**config.mk**
```make
export PLATFORM = sky130hd
export DESIGN_NAME = hub75_scan_scheduler
export DESIGN_NICKNAME = d
export VERILOG_FILES = /design/src/rtl/hub75_scan_scheduler.sv
export SDC_FILE = /design/constraint.sdc
export NUM_CORES = 1
export LEC_CHECK = 0
export ABC_CLOCK_PERIOD_IN_PS = 6300
export BUFFER_PORTS_ARGS = -buffer_cell sky130_fd_sc_hd__clkbuf_2
export CORE_ASPECT_RATIO = 1.25
export CORE_MARGIN = 4
export CORE_UTILIZATION = 50
export CTS_BUF_LIST = sky130_fd_sc_hd__clkbuf_4 sky130_fd_sc_hd__clkbuf_8
export DETAILED_ROUTE_END_ITERATION = 6
export PLACE_DENSITY = 0.7
export SYNTH_ARGS = -nofsm -noshare
export SYNTH_HDL_FRONTEND = slang
export SYNTH_SLANG_ARGS = --single-unit
export TNS_END_PERCENT = 50
```
**constraint.sdc**
```tcl
create_clock -name clk -period 6.3 [get_ports clk]
set_input_delay 1.575 -clock clk [delete_from_list [all_inputs] [get_ports clk]]
set_output_delay 1.575 -clock clk [all_outputs]
set_load 0.02 [all_outputs]
```
**src/rtl/hub75_scan_scheduler.sv**
```systemverilog
// HUB75 frame sequencer: walks rows x BCM bit-planes, issues shift/latch orders, tracks columns and times lit intervals.
// Optional macro HUB75_DIM_EN adds in_DIM, a global brightness right-shift applied to each plane's lit time.
module hub75_scan_scheduler #(
    parameter int ROWS      = 32,
    parameter int PLANES    = 8,
    parameter int COLS      = 64,
    parameter int BASE_SHOW = 64,
    localparam int ROW_BITS   = $clog2(ROWS),
    localparam int PLANE_BITS = $clog2(PLANES),
    localparam int COL_BITS   = $clog2(COLS),
    localparam int HOLD_W     = $clog2(BASE_SHOW * (2 ** (PLANES - 1))) + 1
) (
    input  logic                  clk,
    input  logic                  rst,
    input  logic                  in_ENABLE,
    input  logic                  in_HUB_WAITING,
    input  logic                  in_ITER,
`ifdef HUB75_DIM_EN
    input  logic [1:0]            in_DIM,
`endif
    output logic                  out_INIT,
    output logic [ROW_BITS-1:0]   out_ROW,
    output logic [PLANE_BITS-1:0] out_PLANE,
    output logic [COL_BITS-1:0]   out_COL,
    output logic                  out_FRAME_DONE,
    output logic                  out_BUSY
);

    typedef enum logic [2:0] {
        S_IDLE,
        S_ISSUE,
        S_ACK,
        S_SHIFT,
        S_HOLD,
        S_ADVANCE
    } state_t;

    localparam logic [ROW_BITS-1:0]   ROW_LAST   = ROW_BITS'(ROWS - 1);
    localparam logic [PLANE_BITS-1:0] PLANE_LAST = PLANE_BITS'(PLANES - 1);
    localparam logic [COL_BITS-1:0]   COL_LAST   = COL_BITS'(COLS - 1);

    state_t                  state_q;
    logic                    init_q;
    logic [ROW_BITS-1:0]     row_q;
    logic [PLANE_BITS-1:0]   plane_q;
    logic [COL_BITS-1:0]     col_q;
    logic                    frame_done_q;
    logic                    busy_q;
    logic [HOLD_W-1:0]       hold_q;

    logic                    last_plane;
    logic                    last_row;
    logic [1:0]              dim_sel;

    assign last_plane = (plane_q == PLANE_LAST);
    assign last_row   = (row_q == ROW_LAST);

`ifdef HUB75_DIM_EN
    assign dim_sel = in_DIM;
`else
    assign dim_sel = 2'd0;
`endif

    // Lit time for a plane, optionally dimmed; never zero so HOLD always terminates.
    function automatic logic [HOLD_W-1:0] hold_load(input logic [PLANE_BITS-1:0] plane,
                                                    input logic [1:0] dim);
        logic [HOLD_W-1:0] full;
        logic [HOLD_W-1:0] shifted;
        full    = HOLD_W'(BASE_SHOW) << plane;
        shifted = full >> dim;
        if (shifted == '0) begin
            shifted = HOLD_W'(1);
        end
        return shifted;
    endfunction

    always_ff @(posedge clk or negedge rst) begin
        if (!rst) begin
            state_q      <= S_IDLE;
            init_q       <= 1'b0;
            row_q        <= '0;
            plane_q      <= '0;
            col_q        <= '0;
            frame_done_q <= 1'b0;
            busy_q       <= 1'b0;
            hold_q       <= '0;
        end else begin
            frame_done_q <= 1'b0;
            case (state_q)
                S_IDLE: begin
                    if (in_ENABLE && in_HUB_WAITING) begin
                        state_q <= S_ISSUE;
                        busy_q  <= 1'b1;
                    end
                end
                // An order is only raised once the driver reports it is idle.
                S_ISSUE: begin
                    if (in_HUB_WAITING) begin
                        init_q  <= 1'b1;
                        col_q   <= '0;
                        state_q <= S_ACK;
                    end
                end
                S_ACK: begin
                    if (!in_HUB_WAITING) begin
                        init_q  <= 1'b0;
                        state_q <= S_SHIFT;
                    end
                end
                S_SHIFT: begin
                    if (in_ITER) begin
                        col_q <= (col_q == COL_LAST) ? '0 : col_q + 1'b1;
                    end
                    if (in_HUB_WAITING) begin
                        hold_q  <= hold_load(plane_q, dim_sel);
                        state_q <= S_HOLD;
                    end
                end
                S_HOLD: begin
                    hold_q <= hold_q - 1'b1;
                    if (hold_q == HOLD_W'(1)) begin
                        state_q <= S_ADVANCE;
                    end
                end
                S_ADVANCE: begin
                    if (last_plane && last_row) begin
                        frame_done_q <= 1'b1;
                    end
                    if (in_ENABLE) begin
                        state_q <= S_ISSUE;
                        if (last_plane) begin
                            plane_q <= '0;
                            row_q   <= last_row ? '0 : row_q + 1'b1;
                        end else begin
                            plane_q <= plane_q + 1'b1;
                        end
                    end else begin
                        state_q <= S_IDLE;
                        busy_q  <= 1'b0;
                        row_q   <= '0;
                        plane_q <= '0;
                        col_q   <= '0;
                    end
                end
                default: begin
                    state_q <= S_IDLE;
                    busy_q  <= 1'b0;
                    init_q  <= 1'b0;
                end
            endcase
        end
    end

    assign out_INIT       = init_q;
    assign out_ROW        = row_q;
    assign out_PLANE      = plane_q;
    assign out_COL        = col_q;
    assign out_FRAME_DONE = frame_done_q;
    assign out_BUSY       = busy_q;

endmodule

```
==> metrics.md, run 1 <==
| Metric | Value |
|---|---|
| Status | complete, no violations |
| Skew-Pair Late Insertion Delay | about 0.28 ns |
| First-pass GRT wire length | slightly above 7000 um |
| CTS Buffer Depth | 2 |
| Crit path from | in_HUB_WAITING |
| Primary FF master, synth | dfrtp_1 |
| Cell taking the most area after synthesis | dfrtp_1 |
| Io pins | 22 |
| Cell Area, Placed | 2030 um^2 |
| Synth Warn # | 0 |
| Worst min path class | flop to flop |
| CTS root buf | clkbuf_8 |
| Mapped Cells | just over 200 |
| CTS Hold Bufs | 0 |
| Seq/Total Area, Yosys | 0.443 |
| Crit end category | flop |
| Crit path kind | input pin to flop |
| Post-synth EDFFs | 0 |
| Die W | 63.4 um |
| # DRC | 0 |
| Vias | 1,615 |
| Overall power | 0.854 mW |
| Post-CTS Setup Bufs | 0 |
| Async SR Flop Fraction | 1.00 |
| Port bufs | 21 |
| Syn Area/Cell | between 9 and 10 um^2 |
| Num rows | 24 |
| RSZ-0062 raised after global routing | no |
| Initial drt markers | 63 |
| Share of layout cells above drive strength 1 | 0.143 |
| Worst Tran Pin Value | about 0.84 ns |
| Combinational family with the most area after synthesis | simple AND/OR/NAND/NOR gates |
| DR pass1 iterations | 4 |
| Grt total ovfl | 0 |
| Arr. time, crit path | 2.92 ns |
| Post-synthesis mux area share | 0.0267 |
| Clk sinks | 34 |
| Synth Area in Compound Gates | 0.164 |
| Seq cells post-synth | 34 |
| Final Hold Fails | 0 |
| Area Overhead vs Synth | 9.90% |
| Vias in the first global route | 1,578 |
| Placed Cells | 250 |
| Hold Slack | about 0.52 ns |
| ANT nets after route | 0 |
| Worst R2R Path Depth | 4 |
| Dominant cells by area after synthesis | dfrtp_1 (44%), ha_1 (7.2%), o21ai_0 (4.7%), nand3_1 (4.2%), nand2_1 (3.3%) |
| Initial Utilization | 0.533 |
| Finished Layout Cells | about 260 |
| Die Y | 77.3 um |
| Xor and xnor area share after synthesis | 0.0137 |
| Max FO, Critical Path | 15 |
| VDD IR max | 223 uV |
| Cells resized by post-CTS repair | 0 |
| Worst Path Required | approximately 6.5 ns |
| Layout Skew | around 0.0058 ns |
| Total wire length | about 4000 um |
| Via-to-Cell Ratio | between 6 and 7 |
| Critical path's slowest cell | nand4b_1 |
| Reg-to-Reg Start | state_q[2]$_DFFE_PN0P_ |
| Worst-path clk slew | 0.07 ns |
| Design Area, Final | around 2100 um^2 |
| Setup Viol. Count Final | 0 |
| Gr usage total | 0.180 |
| Global placement routability congestion | about 0.8 |
| Final period util | 0.437 |
| Cell Area, Synth | 1920 um^2 |
| R2R Path End | hold_q[9]$_DFFE_PN0P_ |
| Initial antenna violation count | 0 |
| Count of pins over their slew limit | 0 |
| Top cell type's share of synthesized area | 0.443 |
| CTS tree | done |
| Lkg Pwr | around 0.95 nW |
| Final min period | between 2 and 3 ns |
| Power Dens Cells | 405 nW/um^2 |
| CP max stage delay | roughly 0.56 ns |
| Max transition margin | 0.443 |
| CTS Buf Count | 5 |
| Distinct cell type count after synthesis | 45 |
| Core ar. | about 3600 um^2 |
| # diodes | 0 |
| R2r setup slk | 3.79 ns |
| Max-cap violations | 0 |
| Crit-path cells | clkbuf_2 -> nand4b_1 -> nor2_1 -> nand3_1 -> o311ai_0 |
| Critical Path End | hold_q[6]$_DFFE_PN0P_ |
| Synth Area in Adders | 0.0717 |
| Nets | around 230 |
| HPWL Detailed | 2960 um |
| Setup TNS | 0 ns |
| Startpoint types | input pin |
| Max Fclk | 0.363 GHz |
| Average wire per standard cell | 16.0 um |
| Die area | 4900 um^2 |
| Simple-Gate Fraction of Synth Area | 0.244 |
| Largest net degree at the start of global routing | 35 |
| Syn_nets | roughly 220 |
| Htree depth | 2 |
-- worst min path at each step --
stage | start | endpoint | depth (start not counted)
after floorplan | hold_q[4]$_DFFE_PN0P_ | hold_q[4]$_DFFE_PN0P_ | 1
after global placement | out_COL[5]$_DFFE_PN0P_ | out_COL[5]$_DFFE_PN0P_ | 1
after detailed placement | out_COL[3]$_DFFE_PN0P_ | out_COL[3]$_DFFE_PN0P_ | 1
after CTS | out_COL[3]$_DFFE_PN0P_ | out_COL[3]$_DFFE_PN0P_ | 1
after global routing | hold_q[4]$_DFFE_PN0P_ | hold_q[4]$_DFFE_PN0P_ | 1
final | out_COL[3]$_DFFE_PN0P_ | out_COL[3]$_DFFE_PN0P_ | 1
-- state kept, by name, summed over array words and instances (netlist names) --
name and cells:
out_ROW 5, hold_q 14, out_FRAME_DONE 1, out_INIT 1
out_PLANE 3, out_COL 6, out_BUSY 1, state_q 3
-- layout by cell type, fill, tap and decap left out, types with 2 or more instances in the layout --
| cell type | synthesis | final |
|---|---|---|
| a21oi_1 | 4 | 4 |
| a31oi_1 | 4 | 4 |
| and2_1 | 2 | 2 |
| and3_1 | 4 | 4 |
| and3b_1 | 2 | 2 |
| clkbuf_2 | 0 | 21 |
| clkbuf_8 | 0 | 6 |
| dfrtp_1 | 34 | 34 |
| ha_1 | 11 | 11 |
| inv_1 | 7 | 7 |
| mux2i_1 | 4 | 4 |
| nand2_1 | 17 | 17 |
| nand2b_1 | 3 | 3 |
| nand3_1 | 16 | 16 |
| nand3b_1 | 4 | 4 |
| nand4_1 | 2 | 2 |
| nand4b_1 | 3 | 3 |
| nor2_1 | 9 | 9 |
| nor3_1 | 4 | 4 |
| nor3b_1 | 3 | 3 |
| o211ai_1 | 6 | 6 |
| o21ai_0 | 18 | 18 |
| o311ai_0 | 5 | 5 |
| or3_1 | 3 | 3 |
| or4_1 | 3 | 3 |
| xor2_1 | 3 | 3 |
-- logic make-up after synthesis --
kind of cell / after synthesis
fa+ha+maj: 11
compound gates: 48
simple gates: 82
flops: 34
buf+inv: 19
xor+xnor: 3
mux: 5
-- per-stage QoR --
step	utilization	worst slack, ns
6_report	0.586	3.55
5_1_grt	0.586	3.41
4_1_cts	0.586	3.59
3_5_place_dp	0.563	3.32
3_3_place_gp	0.563	3.39
2_1_floorplan	-	3.66
-- worst max-delay path: cells and delay by family --
| family | cells | cell delay [ns] |
|---|---|---|
| AND/OR/NAND/NOR | 3 | 1.07 |
| AO/OA/AOI/OAI | 1 | 0.10 |
| buffers and inverters | 1 | 0.17 |
-- routing by layer --
layer  up-vias  GRT usage  wire (um)
met5         -          0          0
met4         0     0.0648         62
met1       793      0.210       1710
met2        33      0.320       2190
li1        783          -          -
met3         6     0.0365        144
-- final cells by class --
cell class	count	area [um^2]
tap	39	48.8
multi-input combinational	149	997
clock buffer	6	82.6
fill	326	1490
timing repair buffer	21	105
inverter	7	26.3
sequential	34	851
-- Yosys cell counts, drive strengths merged, types with 2 or more instances --
library cell / instances
nor2: 9
nand4: 2
dfrtp: 34
inv: 7
nand3b: 4
xor2: 3
o211ai: 6
and2: 2
nor3: 4
o21ai: 18
and3: 4
nand2: 17
o311ai: 5
or4: 4
ha: 11
nand3: 16
nand4b: 3
nand2b: 3
and3b: 2
clkbuf: 11
mux2i: 4
a31oi: 4
a21oi: 4
or3: 4
nor3b: 3
-- power by group --
| part | switching (mW) | internal, mW | total, mW |
|---|---|---|---|
| sequential | 0.104 | 0.286 | 0.390 |
| combinational | 0.179 | 0.131 | 0.310 |
| clock | 0.0700 | 0.0841 | 0.154 |
| total | 0.353 | 0.501 | 0.854 |
(Power assumes the default switching activity.)
==> run 2: changes to the inputs <==
--- a/config.mk
+++ b/config.mk
@@ -5,14 +5,15 @@
 export SDC_FILE = /design/constraint.sdc
 export NUM_CORES = 1
 export LEC_CHECK = 0
-export ABC_CLOCK_PERIOD_IN_PS = 6300
+export ABC_AREA = 1
+export ABC_CLOCK_PERIOD_IN_PS = 2400
 export BUFFER_PORTS_ARGS = -buffer_cell sky130_fd_sc_hd__clkbuf_2
 export CORE_ASPECT_RATIO = 1.25
 export CORE_MARGIN = 4
 export CORE_UTILIZATION = 50
 export CTS_BUF_LIST = sky130_fd_sc_hd__clkbuf_4 sky130_fd_sc_hd__clkbuf_8
 export DETAILED_ROUTE_END_ITERATION = 6
-export PLACE_DENSITY = 0.7
+export PLACE_DENSITY = 0.72
 export SYNTH_ARGS = -nofsm -noshare
 export SYNTH_HDL_FRONTEND = slang
 export SYNTH_SLANG_ARGS = --single-unit
==> constraint.sdc (replaced) <==
create_clock -name clk -period 2.4 [get_ports clk]
set_input_delay 0.6 -clock clk [delete_from_list [all_inputs] [get_ports clk]]
set_output_delay 0.6 -clock clk [all_outputs]
set_load 0.02 [all_outputs]
==> metrics.md, run 2 <==
| Metric | Value |
|---|---|
| Gr usage total | 0.190 (was 0.180) |
| Global placement routability congestion | 0.791 (was 0.779) |
| Reg-to-Reg Start | state_q[0]$_DFFE_PN0P_ (was state_q[2]$_DFFE_PN0P_) |
| Initial antenna violation count | 0 (unchanged) |
| Synth Warn # | 0 (unchanged) |
| Fillers | 415 (was 326) |
| Max FO, Critical Path | 17 (was 15) |
| R2r setup slk | 0.77 ns (was 3.79 ns) |
| # diodes | 0 (unchanged) |
| CTS Buf Count | 5 (unchanged) |
| Vias in the first global route | 1,800 (was 1,578) |
| Htree depth | 2 (unchanged) |
| CTS root buf | clkbuf_8 (unchanged) |
| Cell taking the most area after synthesis | dfrtp_1 (unchanged) |
| Share of layout cells above drive strength 1 | 0.169 (was 0.143) |
| Max Fclk | 0.614 GHz |
| FF+latch area | 851 um^2 (unchanged) |
| Max-cap violations | 0 (unchanged) |
| Setup Viol. Count Final | 0 (unchanged) |
| Top Metal Used | met4 (unchanged) |
| Post-synth top cells | nand2_1 (67), nor2_1 (36), dfrtp_1 (34), nand3_1 (34), inv_1 (25) (was dfrtp_1 (34), o21ai_0 (18), nand2_1 (17)) |
| Final period util | 0.678 |
| Critical path's slowest cell | dfrtp_1 (was nand4b_1) |
| Cells resized by post-CTS repair | 0 (unchanged) |
| CTS Buffer Depth | 2 (unchanged) |
| VDD IR max | 489 uV (was 223 uV) |
| Switching Fraction | 0.477 (was 0.413) |
| Distinct cell type count after synthesis | 33 (was 45) |
| Die W | 66.9 um (was 63.4 um) |
| Cell Area, Synth | 2170 um^2 (was 1920 um^2) |
| Hold Slack | 0.342 ns (was 0.523 ns) |
| Async SR Flop Fraction | 1.00 (unchanged) |
| Max transition margin | 0.710 (was 0.443) |
| Num rows | 26 (was 24) |
| Vias | 1,898 (was 1,615) |
| Core ar. | 4130 um^2 (was 3600 um^2) |
| Grt total ovfl | 0 (unchanged) |
| Via-to-Cell Ratio | 5.14 (was 6.31) |
| Most flop-heavy register | hold_q (unchanged) |
| Syn_nets | 303 (was 218) |
| Average wire per standard cell | 12.6 um (was 16.0 um) |
| Post-synth EDFFs | 0 (unchanged) |
| Die Y | 81.6 um (was 77.3 um) |
| CTS Hold Bufs | 0 (unchanged) |
| Power Dens Cells | 1170 nW/um^2 (was 405 nW/um^2) |
| Final min period | roughly 1.6 ns |
| Final Hold Fails | 0 (unchanged) |
| Internal Power | 1.49 mW (was 0.501 mW) |
| Placed Cells | 363 (was 250) |
| Crit-path cells | inv_2 -> nand3_2 -> inv_2 -> nand3_1 -> o21bai_1 -> nand3_1 (was clkbuf_2 -> nand4b_1 -> nor2_1 -> nand3_1 -> o311ai_0) |
| Startpoint types | flop (was input pin) |
| Worst path top cell family by delay | flip-flops (was simple AND/OR/NAND/NOR gates) |
| Count of pins over their slew limit | 0 (unchanged) |
| DR pass1 iterations | 5 (was 4) |
| Combinational share of power | 0.495 (was 0.363) |
| Design Area, Final | 2420 um^2 (was 2110 um^2) |
| HPWL Detailed | 3460 um (was 2960 um) |
| Dominant cells by area after synthesis | dfrtp_1 (39%), nand2_1 (12%), nand3_1 (7.8%), ha_1 (6.3%), nor2_1 (6.2%) (was dfrtp_1 (44%), ha_1 (7.2%), o21ai_0 (4.7%), nand3_1 (4.2%), nand2_1 (3.3%)) |
| Top-count cell post-synth | nand2_1 (was dfrtp_1) |
| Worst Path Required | 2.57 ns (was 6.47 ns) |
| R2R Path End | hold_q[8]$_DFFE_PN0P_ (was hold_q[9]$_DFFE_PN0P_) |
| Clk sinks | 34 (unchanged) |
| Finished Core Util | 0.587 (was 0.586) |
| Worst R2R Path Depth | 6 (was 4) |
| First-pass GRT wire length | 7930 um (was 7150 um) |
| Worst-path clk slew | 0.07 ns (about the same) |
| Mapped Cells | 287 (was 202) |
| Total wire length | 4640 um (was 4110 um) |
| Worst Tran Pin Value | 0.435 ns (was 0.835 ns) |
| Buffers and inverters on the worst path | 2 (was 1) |
| RSZ-0062 raised after global routing | no (unchanged) |
| Post-CTS Setup Bufs | 0 (unchanged) |
| Status | complete, no violations (unchanged) |
| Sequential power share | 0.356 (was 0.456) |
| Io pins | 22 (unchanged) |
| Wire length on met1 | 2170 um (was 1710 um) |
| Port bufs | 21 (unchanged) |
| Top cell type's share of synthesized area | 0.392 (was 0.443) |
| # DRC | 0 (unchanged) |
| Largest register FFs | 14 (unchanged) |
| CP max stage delay | 0.47 ns (was 0.56 ns) |
| Seq cells post-synth | 34 (unchanged) |
| ANT nets after route | 0 (unchanged) |
| Met2 routed WL | 2250 um (was 2190 um) |
| Area Overhead vs Synth | 11.8% (was 9.90%) |
| Layout Skew | 0.00269 ns (was 0.00580 ns) |
| Initial Utilization | 0.525 (was 0.533) |
| Finished Layout Cells | 369 (was 256) |
| Crit end category | flop (unchanged) |
| Syn Area/Cell | 7.56 um^2 (was 9.51 um^2) |
| CTS tree | done (unchanged) |
| Nets | 330 (was 234) |
| WL met3 | 153 um (was 144 um) |
| Seq/Total Area, Yosys | 0.392 (was 0.443) |
| Initial drt markers | 153 (was 63) |
| Clock share of power | 0.149 (was 0.180) |
| Arr. time, crit path | 1.80 ns (was 2.92 ns) |
| Setup TNS | 0 ns (unchanged) |
| Skew-Pair Late Insertion Delay | 0.28 ns (about the same) |
| Sw power | 1.35 mW (was 0.353 mW) |
| Largest net degree at the start of global routing | 35 (unchanged) |
| Worst min path class | input pin to async pin (was flop to flop) |
| Cell Area, Placed | 2340 um^2 (was 2030 um^2) |
| Die area | 5460 um^2 (was 4900 um^2) |
| Primary FF master, synth | dfrtp_1 (unchanged) |
| Multi-input logic area | 1180 um^2 (was 997 um^2) |
| Lkg Pwr | 1.23 nW (was 0.955 nW) |
| Most frequent cells in the layout | nand2_1 (67), nor2_1 (36), nand3_1 (34), dfrtp_1 (34), inv_1 (25) (was dfrtp_1 (34), clkbuf_2 (21), o21ai_0 (18)) |
| Crit path kind | flop to flop (was input pin to flop) |
| Most common cell after layout, fill and taps aside | nand2_1 (was dfrtp_1) |
==> run 2: changes by cell type in the layout (fill, tap and decap cells not counted), sizes merged, moves of 4 or more <==
cell | previous run | this run
a21oi | 4 | 8
and3 | 4 | 0
inv | 7 | 34
nand2 | 17 | 72
nand3 | 16 | 36
nand4 | 2 | 7
nor2 | 9 | 41
o211ai | 6 | 1
o311ai | 5 | 0
or3 | 4 | 0
or4 | 4 | 0
==> run 2: per-layer routing <==
layer,GRT usage,up-vias
li1,-,1000
met5,0,-
met2,0.328,29
met4,0.0690,0
met3,0.0410,5
met1,0.231,864
==> run 2: area by class of cell <==
class,count,share of cell area
clock buffers,6,0.0341
flip-flops and latches,34,0.351
inverters,34,0.0537
well taps,56,0.0289
multi-input cells,217,0.486
repair buffers,22,0.0464
==> run 2: power groups by stage <==
stage	clock network, mW	logic, mW	registers, mW
6_report	0.425	1.41	1.01
3_3_place_gp	0	1.40	1.01
3_5_place_dp	0	1.41	1.02
4_1_cts	0.430	1.42	1.01
5_1_grt	0.457	1.62	1.04
2_1_floorplan	0	1.04	1.05
==> run 2: worst max-delay path by stage <==
stage	to	startpoint	slack, ns	cells past startpoint
floorplan	out_ROW[3]$_DFFE_PN0P_	out_ROW[0]$_DFFE_PN0P_	0.88	7
global placement	out_ROW[3]$_DFFE_PN0P_	out_ROW[0]$_DFFE_PN0P_	0.81	7
detailed placement	hold_q[8]$_DFFE_PN0P_	state_q[0]$_DFFE_PN0P_	0.79	6
CTS	hold_q[8]$_DFFE_PN0P_	state_q[0]$_DFFE_PN0P_	0.78	6
global route	hold_q[8]$_DFFE_PN0P_	state_q[0]$_DFFE_PN0P_	0.57	6
finish	hold_q[8]$_DFFE_PN0P_	state_q[0]$_DFFE_PN0P_	0.77	6
==> run 2: stage by stage <==
stage / total power, mW / setup slack [ns]
6_report: 2.84 / 0.772
5_1_grt: 3.12 / 0.566
4_1_cts: 2.86 / 0.783
3_5_place_dp: 2.43 / 0.795
3_3_place_gp: 2.42 / 0.811
2_1_floorplan: 2.08 / 0.878
==> run 2: cells by family (layout without fill, tap and decap cells) <==
logic type	after synthesis	after routing	synth area share
AOI/OAI and AO/OA	35	35	0.0946
xor gates and xnor gates	3	3	0.0121
adders and majority gates	11	11	0.0634
buffers and inverters	36	62	0.0646
DFF	34	34	0.392
muxes	1	1	0.00461
and+or+nand+nor	167	167	0.369
